## src/rtl/fifo_pkg.sv

```systemverilog
// rtl/fifo_pkg.sv - shared widths and read-mode constants for the parametrised FIFO
package fifo_pkg;

    localparam int FIFO_MODE_STD  = 0;
    localparam int FIFO_MODE_FWFT = 1;

    // Pointers carry one extra wrap bit above the address bits
    function automatic int ptr_w(input int depth);
        return $clog2(depth) + 1;
    endfunction

    // Occupancy must represent 0..DEPTH inclusive
    function automatic int cnt_w(input int depth);
        return $clog2(depth) + 1;
    endfunction

endpackage

```

## src/rtl/fifo_ram_2p.sv

```systemverilog
// rtl/fifo_ram_2p.sv - DEPTH x DATA_W register array, sync write, async read
module fifo_ram_2p #(
    parameter int DATA_W = 4,
    parameter int DEPTH  = 8
) (
    input  logic                       clk,
    input  logic                       we_i,
    input  logic [$clog2(DEPTH)-1:0]   waddr_i,
    input  logic [DATA_W-1:0]          wdata_i,
    input  logic [$clog2(DEPTH)-1:0]   raddr_i,
    output logic [DATA_W-1:0]          rdata_o
);

    logic [DATA_W-1:0] mem_q [DEPTH];

    // Storage is deliberately not reset; the pointers define what is valid
    always_ff @(posedge clk) begin
        if (we_i) begin
            mem_q[waddr_i] <= wdata_i;
        end
    end

    assign rdata_o = mem_q[raddr_i];

endmodule

```

## src/rtl/sync_fifo_param.sv

```systemverilog
// rtl/sync_fifo_param.sv - parametrised single-clock FIFO with flags, count and sticky errors
module sync_fifo_param
    import fifo_pkg::*;
#(
    parameter int DATA_W   = 4,
    parameter int DEPTH    = 8,
    parameter int AF_LEVEL = 6,
    parameter int AE_LEVEL = 2,
    parameter int FWFT     = 0
) (
    input  logic                          clk,
    input  logic                          rst,
    input  logic                          wr_en,
    input  logic [DATA_W-1:0]             wr_data,
    input  logic                          rd_en,
    output logic [DATA_W-1:0]             rd_data,
    output logic                          rd_valid,
    output logic                          full,
    output logic                          empty,
    output logic                          almost_full,
    output logic                          almost_empty,
    output logic [cnt_w(DEPTH)-1:0]       count,
    output logic                          overflow,
    output logic                          underflow,
    input  logic                          clr_err
);

    localparam int ADDR_W = $clog2(DEPTH);
    localparam int PTR_W  = ptr_w(DEPTH);
    localparam int CNT_W  = cnt_w(DEPTH);
    localparam logic [CNT_W-1:0] AF_C = CNT_W'(AF_LEVEL);
    localparam logic [CNT_W-1:0] AE_C = CNT_W'(AE_LEVEL);

    logic [PTR_W-1:0]  wr_ptr_q, wr_ptr_d, rd_ptr_q, rd_ptr_d;
    logic [CNT_W-1:0]  count_q, count_d;
    logic              full_q, full_d, empty_q, empty_d;
    logic              af_q, af_d, ae_q, ae_d;
    logic              ovf_q, ovf_d, unf_q, unf_d;
    logic              wr_acc, rd_acc;
    logic [DATA_W-1:0] ram_rdata;

    // Accept decisions, next pointers, next count and next flags from pre-edge state
    always_comb begin
        wr_acc   = wr_en & ~full_q;
        rd_acc   = rd_en & ~empty_q;
        wr_ptr_d = wr_ptr_q + PTR_W'(wr_acc);
        rd_ptr_d = rd_ptr_q + PTR_W'(rd_acc);
        count_d  = count_q;
        case ({wr_acc, rd_acc})
            2'b10:   count_d = count_q + CNT_W'(1);
            2'b01:   count_d = count_q - CNT_W'(1);
            default: count_d = count_q;
        endcase
        full_d  = (wr_ptr_d[ADDR_W-1:0] == rd_ptr_d[ADDR_W-1:0]) &&
                  (wr_ptr_d[PTR_W-1] != rd_ptr_d[PTR_W-1]);
        empty_d = (count_d == '0);
        af_d    = (count_d >= AF_C);
        ae_d    = (count_d <= AE_C);
        // A new error in the same cycle as clr_err keeps the flag set
        ovf_d   = (wr_en & full_q)  ? 1'b1 : (clr_err ? 1'b0 : ovf_q);
        unf_d   = (rd_en & empty_q) ? 1'b1 : (clr_err ? 1'b0 : unf_q);
    end

    // Pointer, count and flag registers
    always_ff @(posedge clk or posedge rst) begin
        if (rst) begin
            wr_ptr_q <= '0;
            rd_ptr_q <= '0;
            count_q  <= '0;
            full_q   <= 1'b0;
            empty_q  <= 1'b1;
            af_q     <= 1'b0;
            ae_q     <= 1'b1;
            ovf_q    <= 1'b0;
            unf_q    <= 1'b0;
        end else begin
            wr_ptr_q <= wr_ptr_d;
            rd_ptr_q <= rd_ptr_d;
            count_q  <= count_d;
            full_q   <= full_d;
            empty_q  <= empty_d;
            af_q     <= af_d;
            ae_q     <= ae_d;
            ovf_q    <= ovf_d;
            unf_q    <= unf_d;
        end
    end

    // Write is suppressed while reset is held so no partial write lands
    fifo_ram_2p #(
        .DATA_W (DATA_W),
        .DEPTH  (DEPTH)
    ) u_ram (
        .clk     (clk),
        .we_i    (wr_acc & ~rst),
        .waddr_i (wr_ptr_q[ADDR_W-1:0]),
        .wdata_i (wr_data),
        .raddr_i (rd_ptr_q[ADDR_W-1:0]),
        .rdata_o (ram_rdata)
    );

    generate
        if (FWFT == FIFO_MODE_FWFT) begin : g_fwft
            // Head word shown directly; forced to zero while empty so stale storage never leaks
            assign rd_data  = empty_q ? '0 : ram_rdata;
            assign rd_valid = ~empty_q;
        end else begin : g_std
            logic [DATA_W-1:0] rd_data_q;
            logic              rd_valid_q;

            // Capture the popped head word; hold it until the next accepted read
            always_ff @(posedge clk or posedge rst) begin
                if (rst) begin
                    rd_data_q  <= '0;
                    rd_valid_q <= 1'b0;
                end else begin
                    rd_valid_q <= rd_acc;
                    if (rd_acc) begin
                        rd_data_q <= ram_rdata;
                    end
                end
            end

            assign rd_data  = rd_data_q;
            assign rd_valid = rd_valid_q;
        end
    endgenerate

    assign full         = full_q;
    assign empty        = empty_q;
    assign almost_full  = af_q;
    assign almost_empty = ae_q;
    assign count        = count_q;
    assign overflow     = ovf_q;
    assign underflow    = unf_q;

endmodule

```

## config.mk

```make
export PLATFORM = sky130hd
export DESIGN_NAME = sync_fifo_param
export DESIGN_NICKNAME = d
export VERILOG_FILES = /design/src/rtl/fifo_pkg.sv /design/src/rtl/fifo_ram_2p.sv /design/src/rtl/sync_fifo_param.sv
export SDC_FILE = /design/constraint.sdc
export NUM_CORES = 1
export LEC_CHECK = 0
export ABC_AREA = 1
export CAP_MARGIN = 20
export CORE_AREA = 2 2 67 69
export CTS_CLUSTER_DIAMETER = 80
export DETAILED_ROUTE_END_ITERATION = 7
export DIE_AREA = 0 0 69 71
export MAX_ROUTING_LAYER = met4
export PLACE_DENSITY = 0.89
export SLEW_MARGIN = 40
export SYNTH_ARGS = -nofsm -noshare
export SYNTH_HDL_FRONTEND = slang
export SYNTH_SLANG_ARGS = --single-unit
```

## constraint.sdc

```tcl
create_clock -name clk -period 2.4 [get_ports clk]
set_input_delay 0.48 -clock clk [delete_from_list [all_inputs] [get_ports clk]]
set_output_delay 0.48 -clock clk [all_outputs]
set_load 0.03 [all_outputs]
```

==> results.toml <==
[critical_path]
setup.reg_to_reg.worst_slack_ps = 540
worstPathRequired_ps = 1920
timing.critical_path.buf_inv = 1
critPathTopFamily = "buffers and inverters"
crit_path_end_kind = "primary output"
critPathKind = "flop to primary output"
crit_path_start = "empty"
timing.critical_path.from_type = "flop"
timing.critical_path.cells = "clkdlybuf4s50_1"
cp_max_stage_delay_ps = 690
cp_max_fo = 4
cell_at_the_slowest_stage_of_the_critical_path = "sky130_fd_sc_hd__clkdlybuf4s50_1"
cp_data_arrival_time_ps = 1640
reg2reg_from = "empty"

[synth]
postSynthNetCount = 226
synth.avg_cell_area_um2 = 11.4
synthFlopType = "sky130_fd_sc_hd__edfxtp_1"
synth_edf_count = 32
yosys.cell_types.count = 25
netlist_instances = 211
post_synth_instance_area_mm2 = 0.00240
ys_seq_elements = 55
synth-warning-count = 0
ys_seq_area_frac = 0.640
synth_async_sr_flop_share = 0.418

[drt]
avgViaCountPerCell = 5.49
num_vias = 1610
drc = 0
detailedRoute.firstPassIterationCount = 4
routed_wirelength_um = 4580
drt_iter0_drc = 170
drtAntennaViolNets = 0
wl_per_cell_um = 15.6

[timing]
final_hold_viol_count = 0
final_max_slew_viol_count = 0
final_critical_path_share_of_the_clock_period = 0.885
final.min_clock_period_ps = 2120
rsz0062_at_grt = "false"
timing.final.setup_violations = 0
totalNegativeSetupSlack_ps = 0
maxSlewHeadroom = 0.735
achievable-frequency_mhz = 471
worst-slew-pin-transition_ps = 396
finalClockSkew_ps = 13.9

[floorplanning]
die_area_mm2 = 0.00490
die-height_um = 71
floorplan.die.width_um = 69
io_pins = 24
effective_utilization_at_floorplan = 0.572
core.rowCount = 24
core_mm2 = 0.00420

[final_layout]
multi_input_logic_area_um2 = 738
area.sequential_mm2 = 0.00154
antenna-diode-count = 0
post_route_cells_drive_above_1_share = 0.120
fillCellCount = 284
synthToLayoutAreaGrowth_pct = 18.0
layout.cells.most_common_list = "32 x sky130_fd_sc_hd__nor2_1, 32 x sky130_fd_sc_hd__edfxtp_1, 25 x sky130_fd_sc_hd__nand2_1"
final_net_count = 255

[pwr]
vdd_drop_max_mv = 0.924
power_mw = 3.86
cellPowerDensity_mw_per_mm2 = 1360
lkg_pwr_nw = 1.15

[cts]
cts_setup_buffers = 0
insertion_delay_ps = 320
cts.repair.resized = 0
tritoncts.num_buffers = 5
clock_tree.htree_level_count = 2
clockRootBuffer = "sky130_fd_sc_hd__clkbuf_8"
cts-hold-fix-buffers = 0
path_clk_slew_ps = 100
clockBufferDepth = 2
cts_tree = "done"
clock-sinks = 55

[place]
dp_hpwl_um = 3240
port_buffers = 23
routability_cong = 0.828

[global_route]
grt_pass1_vias = 1561
antenna_found_initial = 0
global_route.usage.total = 0.215
grt-ovfl-total = 0
wire_length_of_the_first_global_routing_pass_um = 7680
grt_start_max_net_pins = 24

[outcome]
outcome = "finished clean"

[min_path]
hold_path.class = "flop to flop"
hp-start = "rd_data[2]"

[flow_run]
drv.max_cap_violation_count = 0
[synthesized netlist by cell type (4+ instances only)]
cell type | count | share of area
sky130_fd_sc_hd__edfxtp_1 | 32 | 0.40
sky130_fd_sc_hd__nor2_1 | 32 | 0.050
sky130_fd_sc_hd__o21ai_0 | 12 | 0.025
sky130_fd_sc_hd__inv_1 | 22 | 0.034
sky130_fd_sc_hd__dfrtp_1 | 21 | 0.22
sky130_fd_sc_hd__o21ai_1 | 12 | 0.025
sky130_fd_sc_hd__o22ai_1 | 5 | 0.013
sky130_fd_sc_hd__ha_1 | 6 | 0.031
sky130_fd_sc_hd__nand2_1 | 25 | 0.039
sky130_fd_sc_hd__nand3_1 | 8 | 0.017
sky130_fd_sc_hd__nand3_2 | 4 | 0.017
sky130_fd_sc_hd__xnor2_1 | 7 | 0.026
[state kept, by name, summed over array words and instances (netlist names)]
| signal | count |
|---|---|
| overflow | 1 |
| rd_data | 4 |
| rd_ptr_q | 4 |
| almost_empty | 1 |
| almost_full | 1 |
| wr_ptr_q | 4 |
| u_ram.mem_q | 32 |
| empty | 1 |
| full | 1 |
| rd_valid | 1 |
| underflow | 1 |
| count | 4 |
[where the power goes]
group	switching (mW)	total [mW]	leakage, nW	internal (mW)
registers	0.210	1.45	0.563	1.24
clock network	0.298	0.714	0.0644	0.416
logic	1.02	1.69	0.523	0.671
[worst paths after layout]
path,end,depth (start not counted)
max in group asynchronous,empty,3
max reg2reg,almost_empty,13
min,rd_data[2],2
max,empty,1
min in group asynchronous,rd_ptr_q[0],3
min reg2reg,rd_data[2],2
[cell type report]
type	count	area share
sequential	55	0.543
multi-input combinational	127	0.260
timing repair buffer	25	0.0865
inverter	26	0.0393
clock buffer	5	0.0243
clock inverter	3	0.0238
tap	52	0.0229
[routing by layer]
layer / global-route usage / up-vias / routed length, um
met4: 0.0828 / 0 / 74
li1: - / 770 / -
met1: 0.257 / 776 / 1860
met3: 0.0570 / 6 / 259
met2: 0.350 / 58 / 2390
met5: - / - / 0
[through the flow]
step,instance area [um2],hold slack [ps],utilization,std cells,setup slack [ps]
after global routing,2840,519,0.674,293,225
after detailed placement,2700,474,0.642,285,41.9
after CTS,2840,498,0.674,293,262
final,2840,491,0.674,293,276
after floorplan,2400,480,-,211,626
after global placement,2700,464,0.642,285,141
[cells by family (layout without fill, tap and decap cells)]
group / Yosys count / count (layout) / share of synthesized area
AOI/OAI and AO/OA: 37 / 37 / 0.0890
xor gates and xnor gates: 9 / 9 / 0.0390
adders and majority gates: 6 / 6 / 0.0312
buffers and inverters: 29 / 59 / 0.0526
DFF: 55 / 55 / 0.640
and+or+nand+nor: 75 / 75 / 0.148
Note: power is estimated with default switching activity, not from simulation.
